<file path="config.mk">
export PLATFORM = sky130hd
export DESIGN_NAME = heading_cal_seq
export DESIGN_NICKNAME = d
export VERILOG_FILES = /design/src/rtl/heading_cal_seq.sv
export SDC_FILE = /design/constraint.sdc
export NUM_CORES = 1
export LEC_CHECK = 0
export BUFFER_PORTS_ARGS = -buffer_cell sky130_fd_sc_hd__buf_2
export CAP_MARGIN = 20
export CORE_MARGIN = 2
export CORE_UTILIZATION = 30
export CTS_CLUSTER_SIZE = 14
export DETAILED_ROUTE_END_ITERATION = 10
export SYNTH_ARGS = -nofsm -noshare
export SYNTH_HDL_FRONTEND = slang
export SYNTH_SLANG_ARGS = --single-unit
</file>
<file path="constraint.sdc">
create_clock -name clk -period 4.6 [get_ports clk]
set_input_delay 0.92 -clock clk [delete_from_list [all_inputs] [get_ports clk]]
set_output_delay 0.92 -clock clk [all_outputs]
set_load 0.03 [all_outputs]
</file>
<file path="src/rtl/heading_cal_seq.sv">
// heading_cal_seq
// ----------------------------------------------------------------------------
// Sequences calibration of the gyro heading integrator.
//
// A calibration request from the command processor starts the sequence. The
// block waits until the motors have been quiet for SETTLE_CYCS consecutive
// cycles and then issues a one-cycle start pulse to the integrator. It then
// waits up to TMO_CYCS cycles for the completion pulse. A timeout is retried
// up to MAX_RETRY times before the sequence ends in a sticky error. After a
// good calibration the block passes motion control's go request through,
// delayed by one cycle, as the integrator's integrate-enable.
//
// Ports
//   clk          in   system clock
//   rst_n        in   synchronous, active-low reset
//   cal_req      in   calibration request pulse from cmd_proc
//   mtr_active   in   high while either motor drive is nonzero
//   go_in        in   motion control wants heading integrated
//   cal_done     in   one-cycle completion pulse from the integrator
//   strt_cal     out  one-cycle start pulse to the integrator
//   moving       out  integrate-enable to the integrator
//   cal_busy     out  calibration sequence in progress
//   cal_ok       out  calibrated and running (level)
//   cal_err      out  calibration failed; held until the next cal_req
//   retry_cnt    out  retries consumed in the current sequence
//   dbg_state_o  out  current FSM state for debug/checkers
//                     (0 IDLE, 1 SETTLE, 2 START, 3 WAIT_CAL, 4 RUN, 5 ERR)
//
// Every output is a flop. The output process decodes the *next* state so
// that each registered output lines up with the state register.
// ----------------------------------------------------------------------------
module heading_cal_seq #(
    parameter int SETTLE_CYCS = 16,
    parameter int TMO_CYCS    = 1024,
    parameter int MAX_RETRY   = 2     // retry_cnt is 2 bits: keep <= 3
) (
    input  logic       clk,
    input  logic       rst_n,
    input  logic       cal_req,
    input  logic       mtr_active,
    input  logic       go_in,
    input  logic       cal_done,
    output logic       strt_cal,
    output logic       moving,
    output logic       cal_busy,
    output logic       cal_ok,
    output logic       cal_err,
    output logic [1:0] retry_cnt,
    output logic [2:0] dbg_state_o
);

    // Counter widths hold exactly the terminal value (N-1).
    localparam int SW = (SETTLE_CYCS > 1) ? $clog2(SETTLE_CYCS) : 1;
    localparam int TW = (TMO_CYCS > 1) ? $clog2(TMO_CYCS) : 1;

    localparam logic [SW-1:0] SETTLE_LAST = SW'(SETTLE_CYCS - 1);
    localparam logic [TW-1:0] TMO_LAST    = TW'(TMO_CYCS - 1);
    localparam logic [1:0]    RETRY_MAX   = 2'(MAX_RETRY);

    typedef enum logic [2:0] {
        IDLE     = 3'd0,
        SETTLE   = 3'd1,
        START    = 3'd2,
        WAIT_CAL = 3'd3,
        RUN      = 3'd4,
        ERR      = 3'd5
    } state_e;

    state_e        state_q, state_d;
    logic [SW-1:0] settle_q, settle_d;
    logic [TW-1:0] tmo_q, tmo_d;
    logic [1:0]    retry_q, retry_d;

    logic strt_cal_q, strt_cal_d;
    logic moving_q, moving_d;
    logic cal_busy_q, cal_busy_d;
    logic cal_ok_q, cal_ok_d;
    logic cal_err_q, cal_err_d;

    logic settle_last;
    logic tmo_last;

    assign settle_last = (settle_q == SETTLE_LAST);
    assign tmo_last    = (tmo_q == TMO_LAST);

    // ------------------------------------------------------------------
    // State and output registers
    // ------------------------------------------------------------------
    always_ff @(posedge clk) begin
        if (!rst_n) begin
            state_q    <= IDLE;
            settle_q   <= '0;
            tmo_q      <= '0;
            retry_q    <= '0;
            strt_cal_q <= 1'b0;
            moving_q   <= 1'b0;
            cal_busy_q <= 1'b0;
            cal_ok_q   <= 1'b0;
            cal_err_q  <= 1'b0;
        end else begin
            state_q    <= state_d;
            settle_q   <= settle_d;
            tmo_q      <= tmo_d;
            retry_q    <= retry_d;
            strt_cal_q <= strt_cal_d;
            moving_q   <= moving_d;
            cal_busy_q <= cal_busy_d;
            cal_ok_q   <= cal_ok_d;
            cal_err_q  <= cal_err_d;
        end
    end

    // ------------------------------------------------------------------
    // Next-state and counter logic
    // ------------------------------------------------------------------
    always_comb begin
        state_d  = state_q;
        settle_d = settle_q;
        tmo_d    = tmo_q;
        retry_d  = retry_q;

        case (state_q)
            IDLE: begin
                if (cal_req) begin
                    retry_d  = '0;
                    settle_d = '0;
                    state_d  = SETTLE;
                end
            end

            SETTLE: begin
                // Any motor activity restarts the quiet window. The counter
                // holds at its terminal value; leaving for START ends it.
                if (mtr_active) begin
                    settle_d = '0;
                end else if (settle_last) begin
                    state_d = START;
                end else begin
                    settle_d = settle_q + 1'b1;
                end
            end

            START: begin
                tmo_d   = '0;
                state_d = WAIT_CAL;
            end

            WAIT_CAL: begin
                // A completion beats both a same-cycle timeout and motor
                // activity. Motor activity aborts the attempt without
                // consuming a retry.
                if (cal_done) begin
                    state_d = RUN;
                end else if (mtr_active) begin
                    settle_d = '0;
                    state_d  = SETTLE;
                end else if (tmo_last) begin
                    if (retry_q < RETRY_MAX) begin
                        retry_d  = retry_q + 1'b1;
                        settle_d = '0;
                        state_d  = SETTLE;
                    end else begin
                        state_d = ERR;
                    end
                end else begin
                    tmo_d = tmo_q + 1'b1;
                end
            end

            RUN, ERR: begin
                // A fresh request restarts the whole sequence; cal_err falls
                // with the state change.
                if (cal_req) begin
                    retry_d  = '0;
                    settle_d = '0;
                    state_d  = SETTLE;
                end
            end

            default: begin
                state_d = IDLE;
            end
        endcase
    end

    // ------------------------------------------------------------------
    // Output decode (registered above)
    // ------------------------------------------------------------------
    always_comb begin
        strt_cal_d = 1'b0;
        moving_d   = 1'b0;
        cal_busy_d = 1'b0;
        cal_ok_d   = 1'b0;
        cal_err_d  = 1'b0;

        case (state_d)
            SETTLE:   cal_busy_d = 1'b1;
            START: begin
                cal_busy_d = 1'b1;
                strt_cal_d = 1'b1;
            end
            WAIT_CAL: cal_busy_d = 1'b1;
            RUN: begin
                cal_ok_d = 1'b1;
                // go_in sampled here reaches the integrator one cycle later.
                moving_d = go_in;
            end
            ERR:      cal_err_d = 1'b1;
            default: begin
                strt_cal_d = 1'b0;
            end
        endcase
    end

    assign strt_cal    = strt_cal_q;
    assign moving      = moving_q;
    assign cal_busy    = cal_busy_q;
    assign cal_ok      = cal_ok_q;
    assign cal_err     = cal_err_q;
    assign retry_cnt   = retry_q;
    assign dbg_state_o = state_q;

endmodule
</file>
==> summary.md <==
| Metric | Value |
|---|---|
| Total GRT Usage | a little over a tenth |
| Fraction of layout cells with a size suffix above 1 | a little under a fifth |
| Starting density of the core | 31.7% |
| Cts repair resizes | 0 |
| Static Leak | between 0.5 and 0.6 nW |
| Max-slew violation count | 0 |
| First-pass GRT wire length | approximately 4.5 mm |
| Io pins | 16 |
| Min Hold Slack | 0.497 ns |
| Hold-fix buffers, CTS | 0 |
| Drt pass-1 iters | 4 |
| Unrepaired setup endpoints after global routing | false |
| Die ar. | about 0.0048 mm² |
| Pwr dens | slightly below 300 mW/mm² |
| Mapped Avg Cell Area | 8.92 µm² |
| Synth Area in XOR/XNOR | under 10% |
| Clk sinks | 24 |
| Post-CTS setup buffers | 0 |
| Path category of the worst min-delay check | flip-flop to flip-flop |
| Simple logic cell fraction of the synthesized area | 36.9% |
| Reg2reg setup slack | 2.77 ns |
| CP Cell Sequence | buf_2 |
| Antenna Nets Post-Route | 0 |
| Final net count | between 150 and 200 |
| Die X | around 69 µm |
| Number of fill cells in the layout | 427 |
| Grt ovf | 0 |
| FF+latch count, synth | 24 |
| Ys async rst share | 0% |
| Crit path time final | roughly 2.0 ns |
| Worst slew margin | 59.7% |
| Detailed Route WL | about 2.5 mm |
| Yosys top cell area share | 37.4% |
| Final setup violation count | 0 |
| Worst-path fanout max | 12 |
| Clock Tree Buf Depth | 2 |
| EDFF count, synth | 0 |
| H-Tree Level Count | 1 |
| Root buf cell | clkbuf_8 |
| Synth cell count leaders | dfxtp_1 (24), nor2_1 (14), nand2_1 (12) |
| Core Rows | 23 |
| Antenna cell count | 0 |
| DP Wirelength | ~1.9 mm |
| Syn Std Cell Area | roughly 0.0013 mm² |
| Mux share of post-synthesis cell area | 1.56% |
| Clock latency on the worst-skew pair | between 0.2 and 0.3 ns |
| Max Cap Viol | 0 |
| Remaining DRCs | 0 |
| Most common cell in the netlist | dfxtp_1 |
| CTS tree | built |
| Crit-path slowest cell | dfxtp_1 |
| WS Path Type | flip-flop to output pin |
| CP required | approximately 3.7 ns |
| CP arrival | between 1 and 1.5 ns |
| Post-Synth Adder-Cell Area | 1.95% |
| Worst path buffer plus inverter count | 1 |
| Worst VDD drop | ~0.15 mV |
| Crit. End Element | output pin |
| Vias in the first global route | roughly 1.0k |
| Startpoint types | flip-flop |
| Dominant combinational cell family by area after synthesis | simple AND/OR/NAND/NOR gates |
| Core area | approximately 0.0041 mm² |
| Die height | slightly below 70 µm |
| Gpl congestion | between 0.7 and 0.8 |
| DR iter-0 viols | 34 |
| Reg clk slew, reported paths | 0.09 ns |
| Largest net degree at the start of global routing | 16 |
| Sequential share of the synthesized area | a little under two fifths |
| Placed cells | between 200 and 250 |
| Port Buffer Count | 15 |
| Mapped Cells | roughly 140 |
| Ys Warns | 0 |
| Top achievable clock speed | roughly 490 MHz |
| Skew final | a little under 0.005 ns |
| Worst-Margin Slew | roughly 0.6 ns |
| Area leader, netlist | dfxtp_1 |
| Post-Layout Cell Count | 210 |
| Synth Area in Compound Gates | between 10% and 20% |
| Vias post-DR | roughly 1.1k |
| Post-Route Setup TNS | 0 ns |
| WL/cell | roughly 12 µm |
| Routed vias/inst | 5.05 |
| Number of distinct library cells after synthesis | between 40 and 50 |
| Final Hold Fails | 0 |
| Main area contributors after synthesis | dfxtp_1 (37%), nor2_1 (4.1%), nand3_1 (3.5%) |
| Initial antenna violation count | 0 |
| Most common flop cell mapped by yosys | dfxtp_1 |
| Worst path max stage delay | roughly 0.57 ns |
| Fin crit share | 44.2% |
| Synthesized Nets | roughly 150 |
| Status | complete, no violations |
| Crit path max-delay family | flip-flops |
| P&R area growth vs syn | 14.1% |
| CTS Buf Count | 3 |
-- cell usage in the layout (no fill, tap or decap), types with 2 or more instances in the layout --
cell       n
clkbuf_8   3
nor3b_1    2
o22ai_1    4
xor2_1     5
a21oi_1    3
inv_1      4
nand2b_1   3
nand3b_1   2
nand2_1   12
nor2b_1    6
o21ai_0    2
dfxtp_1   24
nand4_1    4
and3_1     2
o21ai_1    2
mux2i_1    2
buf_2     15
nand4b_1   2
nand3_1    9
nor2_1    14
xnor2_1    3
a21boi_1   2
and2_1     3
ha_1       2
o21a_1     2
nor3_1     9
-- where the power goes --
part / switching [mW] / internal (mW) / total [mW]
Combinational: 0.0165 / 0.0121 / 0.0287
Clock: 0.0672 / 0.116 / 0.184
Sequential: 0.00257 / 0.209 / 0.212
Total: 0.0864 / 0.338 / 0.424
-- state kept, by name, indices dropped and copies added (netlist names) --
name         count
moving           1
tmo_q           10
cal_ok           1
cal_err          1
dbg_state_o      3
cal_busy         1
settle_q         4
retry_cnt        2
strt_cal         1
-- area by class of cell --
class | count | area, µm² | share of cell area [%]
repair buffers | 15 | 75.1 | 5.12
clock inverters | 1 | 30.0 | 2.05
inverters | 4 | 15.0 | 1.02
flip-flops and latches | 24 | 480 | 32.8
clock buffers | 3 | 41.3 | 2.82
multi-input cells | 113 | 762 | 52.0
well taps | 50 | 62.6 | 4.27
-- final timing paths --
check                                    start              to  cells after the start
worst max-delay path            dbg_state_o[0]  dbg_state_o[0]                      1
worst min-delay path               settle_q[1]     settle_q[1]                      2
worst max register to register        tmo_q[0]     settle_q[3]                      6
worst min register to register     settle_q[1]     settle_q[1]                      2
-- per-layer routing --
| metal | wire (µm) | track usage, % | up-vias |
|---|---|---|---|
| met5 | 0 | 0 | - |
| met4 | 19 | 2.61 | 0 |
| met1 | 1210 | 14.2 | 494 |
| li1 | - | - | 547 |
| met2 | 1180 | 18.7 | 16 |
| met3 | 68 | 1.74 | 3 |
-- cell families (layout without fill, tap and decap cells) --
group                    after synthesis  in the layout
AND/OR/NAND/NOR                       79             79
adder cells (fa/ha/maj)                2              2
XOR/XNOR                               8              8
multiplexers                           2              2
flip-flops                            24             24
AO/OA/AOI/OAI                         22             22
buffers and inverters                  7             23
-- stage by stage --
| stage | util [%] | setup WS (ns) | power (mW) | instance area (µm²) |
|---|---|---|---|---|
| after CTS | 36.1 | 2.56 | 0.429 | 1470 |
| final | 36.1 | 2.57 | 0.424 | 1470 |
| after global routing | 36.1 | 2.47 | 0.441 | 1470 |
| after global placement | 34.4 | 2.45 | 0.246 | 1400 |
| after floorplan | - | 2.72 | 0.238 | 1280 |
| after detailed placement | 34.4 | 2.43 | 0.246 | 1400 |
(Power assumes the default switching activity.)
